**config.mk**
```make
export PLATFORM = sky130hd
export DESIGN_NAME = compute_tile_wb_req_bridge
export DESIGN_NICKNAME = d
export VERILOG_FILES = /design/src/rtl/compute_tile_wb_req_bridge.sv
export SDC_FILE = /design/constraint.sdc
export NUM_CORES = 1
export LEC_CHECK = 0
export ABC_AREA = 1
export BUFFER_PORTS_ARGS = -buffer_cell sky130_fd_sc_hd__buf_2
export CAP_MARGIN = 20
export CELL_PAD_IN_SITES_DETAIL_PLACEMENT = 0
export CELL_PAD_IN_SITES_GLOBAL_PLACEMENT = 1
export CORE_ASPECT_RATIO = 0.9
export CORE_MARGIN = 1
export CORE_UTILIZATION = 35
export CTS_BUF_LIST = sky130_fd_sc_hd__clkbuf_8
export DETAILED_ROUTE_END_ITERATION = 12
export GPL_ROUTABILITY_DRIVEN = 0
export PLACE_DENSITY_LB_ADDON = 0.12
export RECOVER_POWER = 100
export SETUP_SLACK_MARGIN = 0.5
export SYNTH_ARGS = -nofsm -noshare
export SYNTH_HDL_FRONTEND = slang
export SYNTH_SLANG_ARGS = --single-unit
```
**constraint.sdc**
```tcl
create_clock -name clk -period 2.5 [get_ports clk]
set_input_delay 0.25 -clock clk [delete_from_list [all_inputs] [get_ports clk]]
set_output_delay 0.25 -clock clk [all_outputs]
set_load 0.02 [all_outputs]
```
**src/rtl/compute_tile_wb_req_bridge.sv**
```systemverilog
// compute_tile_wb_req_bridge
// Registered Wishbone classic bridge from the network adapter master to the tile
// slave subsystem. It adds one register stage in each direction, rejects accesses
// outside an address window and turns a hung access into a bus error once a
// programmable timeout expires.
// Optional: define COMPUTE_TILE_WB_BRIDGE_STATS_EN to add saturating counters for
// completed acks, timeouts and out-of-window rejects.
module compute_tile_wb_req_bridge #(
    parameter logic [31:0] ADDR_MASK      = 32'h0000_0000,
    parameter logic [31:0] ADDR_MATCH     = 32'h0000_0000,
    parameter int          TIMEOUT_CYCLES = 1024,
    localparam int         TW             = $clog2(TIMEOUT_CYCLES + 1)
) (
    input  logic        clk,
    input  logic        rst_n,
    // upstream, from the NA master
    input  logic [31:0] wbs_adr_i,
    input  logic [31:0] wbs_dat_i,
    input  logic [3:0]  wbs_sel_i,
    input  logic        wbs_we_i,
    input  logic        wbs_cyc_i,
    input  logic        wbs_stb_i,
    output logic        wbs_ack_o,
    output logic        wbs_err_o,
    output logic [31:0] wbs_dat_o,
    // downstream, to orpsoc_top
    output logic [31:0] wbm_adr_o,
    output logic [31:0] wbm_dat_o,
    output logic [3:0]  wbm_sel_o,
    output logic        wbm_we_o,
    output logic        wbm_cyc_o,
    output logic        wbm_stb_o,
    input  logic        wbm_ack_i,
    input  logic        wbm_err_i,
    input  logic [31:0] wbm_dat_i
`ifdef COMPUTE_TILE_WB_BRIDGE_STATS_EN
    ,
    output logic [31:0] stat_txn_o,
    output logic [31:0] stat_tmo_o,
    output logic [31:0] stat_win_o
`endif
);

    typedef enum logic [1:0] {
        IDLE = 2'd0,
        FWD  = 2'd1,
        RESP = 2'd2
    } state_t;

    localparam logic [TW-1:0] TMO_LIMIT = TW'(TIMEOUT_CYCLES);

    state_t        state;
    logic [TW-1:0] cnt;
    logic          req;
    logic          in_win;
    logic          tmo_hit;

    assign req     = wbs_cyc_i & wbs_stb_i;
    assign in_win  = (wbs_adr_i & ADDR_MASK) == ADDR_MATCH;
    // slave response always takes precedence over an expiring timer
    assign tmo_hit = (cnt == TMO_LIMIT) & ~wbm_ack_i & ~wbm_err_i;

    // Bridge FSM: every bus output is a register driven from here
    always_ff @(posedge clk) begin
        if (!rst_n) begin
            state     <= IDLE;
            cnt       <= '0;
            wbs_ack_o <= 1'b0;
            wbs_err_o <= 1'b0;
            wbs_dat_o <= '0;
            wbm_adr_o <= '0;
            wbm_dat_o <= '0;
            wbm_sel_o <= '0;
            wbm_we_o  <= 1'b0;
            wbm_cyc_o <= 1'b0;
            wbm_stb_o <= 1'b0;
        end else begin
            wbs_ack_o <= 1'b0;
            wbs_err_o <= 1'b0;
            case (state)
                IDLE: begin
                    if (req) begin
                        if (in_win) begin
                            wbm_adr_o <= wbs_adr_i;
                            wbm_dat_o <= wbs_dat_i;
                            wbm_sel_o <= wbs_sel_i;
                            wbm_we_o  <= wbs_we_i;
                            wbm_cyc_o <= 1'b1;
                            wbm_stb_o <= 1'b1;
                            cnt       <= '0;
                            state     <= FWD;
                        end else begin
                            wbs_err_o <= 1'b1;
                            wbs_dat_o <= '0;
                            state     <= RESP;
                        end
                    end
                end
                FWD: begin
                    if (!wbs_cyc_i) begin
                        // master gave up: release the slave, nobody to answer
                        wbm_cyc_o <= 1'b0;
                        wbm_stb_o <= 1'b0;
                        state     <= IDLE;
                    end else if (wbm_err_i || wbm_ack_i || tmo_hit) begin
                        wbm_cyc_o <= 1'b0;
                        wbm_stb_o <= 1'b0;
                        state     <= RESP;
                        if (wbm_ack_i && !wbm_err_i) begin
                            wbs_ack_o <= 1'b1;
                            wbs_dat_o <= wbm_dat_i;
                        end else begin
                            wbs_err_o <= 1'b1;
                            wbs_dat_o <= '0;
                        end
                    end else if (cnt != '1) begin
                        cnt <= cnt + 1'b1;
                    end
                end
                RESP: begin
                    state <= IDLE;
                end
                default: begin
                    state     <= IDLE;
                    wbm_cyc_o <= 1'b0;
                    wbm_stb_o <= 1'b0;
                end
            endcase
        end
    end

`ifdef COMPUTE_TILE_WB_BRIDGE_STATS_EN
    logic resp_tmo;
    logic resp_win;

    // Remember why the pending response is an error so RESP can classify it
    always_ff @(posedge clk) begin
        if (!rst_n) begin
            resp_tmo <= 1'b0;
            resp_win <= 1'b0;
        end else begin
            resp_tmo <= (state == FWD) & wbs_cyc_i & tmo_hit;
            resp_win <= (state == IDLE) & req & ~in_win;
        end
    end

    // Saturating event counters, bumped in the response cycle
    always_ff @(posedge clk) begin
        if (!rst_n) begin
            stat_txn_o <= '0;
            stat_tmo_o <= '0;
            stat_win_o <= '0;
        end else if (state == RESP) begin
            if (wbs_ack_o && stat_txn_o != 32'hFFFF_FFFF) stat_txn_o <= stat_txn_o + 1'b1;
            if (resp_tmo && stat_tmo_o != 32'hFFFF_FFFF) stat_tmo_o <= stat_tmo_o + 1'b1;
            if (resp_win && stat_win_o != 32'hFFFF_FFFF) stat_win_o <= stat_win_o + 1'b1;
        end
    end
`endif

endmodule

```
==> impl_results.md <==
- Outcome: finished clean
- Mean post-synth cell area: 7.49 um^2
- Critical Path Source Type: register
- Crit end category: register
- Clock Tree Buf Depth: 2
- Clk root buf: clkbuf_8
- Worst setup path category: register to register
- Number of max-cap violations: 0
- RSZ-0062 raised after global routing: no
- TritonCTS buffer count: 17
- Total number of vias: 4595
- Std cell rows: 38
- Initial Util: 36.1%
- Nets@finish: 926
- Yosys reg bits: 117
- CP Depth: 10
- Cells after synthesis: 587
- Crit path largest cell delay: 520 ps
- EDFF count, synth: 0
- Post-Synth Adder-Cell Area: 0.569%
- Post-synth top area share: 53.3%
- H-tree depth: 4
- Die footprint: 13000 um^2
- Antenna violations before repair: 1
- WL/cell: 13.0 um
- Core ar.: 12200 um^2
- Fill count: 1276
- Worst slew margin: 28.3%
- Fin Setup TNS: 0 ps
- All-Layer GR Usage: 20.2%
- Main combinational cell family by area after synthesis: simple AND/OR/NAND/NOR gates
- Detail Placement HPWL: 8380 um
- Final hold violations: 0
- Top cells by count, synth: 153 x nor2_1, 117 x dfxtp_1, 108 x nand2_1, 70 x o21ai_0, 48 x nand3_1
- Vias in the first global route: 4366
- Most numerous cell in the Yosys netlist: nor2_1
- Setup Viol. Count Final: 0
- Ys Warns: 0
- Clock transition at path regs: 70 ps
- Net count after synthesis: 696
- Compound-cell area share of the yosys netlist: 9.90%
- Final worst path period share: 79.0%
- Pwr Total: 4.09 mW
- Peak supply drop: 371 uV
- P_leak: 2.77 nW
- Clk_skew: 8.73 ps
- Drt drc: 0
- Post-synthesis instance area: 4400 um^2
- Drt first pass iters: 4
- Async S/R FF share, synth: 0%
- Detail Route Antenna Nets: 0
- Top Ports: 212
- Distinct cells, synth: 27
- Tmin final: 1980 ps
- Worst reg-to-reg path cell count: 10
- Top cells by area, synth: dfxtp_1 53%, nor2_1 13%, nand2_1 9.2%
- Vias/cell: 4.65
- Xor and xnor fraction of the mapped netlist area: 0.398%
- Initial DRC count: 294
- CP arrival: 2350 ps
- Worst-margin pin slew: 1070 ps
- Post-CTS setup repair buffer count: 0
- Pin count of the biggest net entering global routing: 102
- Top_reg_cell synth: dfxtp_1
- CP required: 2880 ps
- First-pass GRT wire length: 20400 um
- Simple-gate share of the synthesized area: 30.3%
- CP most frequent cell: nand2_1
- Sequential fraction of the synthesis area: 53.3%
- Area grow syn2layout: 38.3%
- Pwr dens: 673 nW/um^2
- Slowest-stage cell, CP: clkbuf_2
- CTS tree: done
- Hold path cells: 3
- Max-slew violations: 0
- Die X: 120 um
- Final wirelength: 12900 um
- Clk_lat worst skew: 440 ps
- Clock sink total: 117
- Worst Hold Class: input port to register
- Largest area contributor in the netlist: dfxtp_1
- Max Fclk: 506 MHz
- Fraction of layout cells with a size suffix above 1: 17.3%
- Number of buffers and inverters on the critical path: 2
- Crit-path cells: inv_1 > ha_1 > nand2_1 > nor2_1 > nand2_1 > nand2_1 > nand2_4 > clkbuf_2 > nand3_1 > nand2_1
- Multiplexer share of the synthesized area: 0%
- Grt ovf: 0
- Top delay family on crit path: simple AND/OR/NAND/NOR gates
- Port bufs: 211
- Die H: 108 um
- Max Fanout on Critical Path: 33
## tightest hold or removal path, delay by kind of cell
family | cells | cell delay [ps]
buffers and inverters | 1 | 70
AND/OR/NAND/NOR | 2 | 110
## layout by cell type, fill, tap and decap left out, drive strengths merged
master       instances
a21oi               15
and3                 1
buf                109
bufinv               1
clkbuf             129
clkinv               2
clkinvlp             1
dfxtp              117
diode                1
dlygate4sd3         32
ha                   2
inv                 22
nand2              111
nand3               48
nand3b               1
nand4                3
nor2               155
nor3                 3
nor3b                1
o21ai               72
xnor2                1
xor2                 1
## cell type report
type	count	area [um^2]	area share, %
flip-flops and latches	117	2340	38.5
multi-input cells	414	1800	29.7
inverters	20	77.6	1.28
clock buffers	23	317	5.20
well taps	160	200	3.29
diodes	1	2.50	0.0411
clock inverters	6	53.8	0.885
repair buffers	247	1280	21.1
## stage by stage
stage	util, %	setup slack [ps]	instances	hold slack (ps)	area, um^2
floorplan	-	948	587	353	4400
global placement	45.5	602	926	436	5530
detailed placement	45.5	558	926	440	5530
CTS	51.1	542	987	2.85	6220
global route	50.0	290	988	3.35	6080
finish	50.0	525	988	30.4	6080
## cell families after synthesis
group	after synthesis
AND/OR/NAND/NOR	323
XOR/XNOR	2
buffers and inverters	56
flip-flops	117
AO/OA/AOI/OAI	87
adder cells (fa/ha/maj)	2
## metal layers
layer / GRT usage [%] / up-vias / part of all wire [%]
li1: - / 2336 / -
met1: 23.0 / 2079 / 43
met2: 32.6 / 151 / 48
met3: 7.44 / 29 / 6.4
met4: 11.5 / 0 / 2.7
met5: 0 / - / 0
## sequential cells by signal (all words and copies together) (netlist names)
name,count
cnt,11
state,2
wbm_adr_o,32
wbm_dat_o,32
wbm_sel_o,4
wbm_stb_o,1
wbm_we_o,1
wbs_ack_o,1
wbs_dat_o,32
wbs_err_o,1
## repair_timing
| action | CTS | global route |
|---|---|---|
| endpoints found under the setup margin | 0 | 43 |
| endpoints found under the hold margin | 32 | 0 |
| gates resized for setup | 0 | 3 |
| hold buffers | 32 | 0 |
## path summary, 6_finish.rpt
path                       from             to  slack [ps]
hold / removal    wbs_dat_i[15]  wbm_dat_o[15]          30
setup reg to reg         cnt[0]  wbs_dat_o[15]         520
setup / recovery         cnt[0]  wbs_dat_o[15]         520
hold reg to reg    wbm_adr_o[7]   wbm_adr_o[7]         470
## power by group
| part | internal, mW | leakage (nW) | total (mW) | switching [mW] |
|---|---|---|---|---|
| clock network | 0.915 | 0.200 | 1.62 | 0.704 |
| logic | 0.176 | 1.61 | 0.486 | 0.310 |
| registers | 1.95 | 0.956 | 1.99 | 0.0400 |
Power figures use the tool's default switching activity.
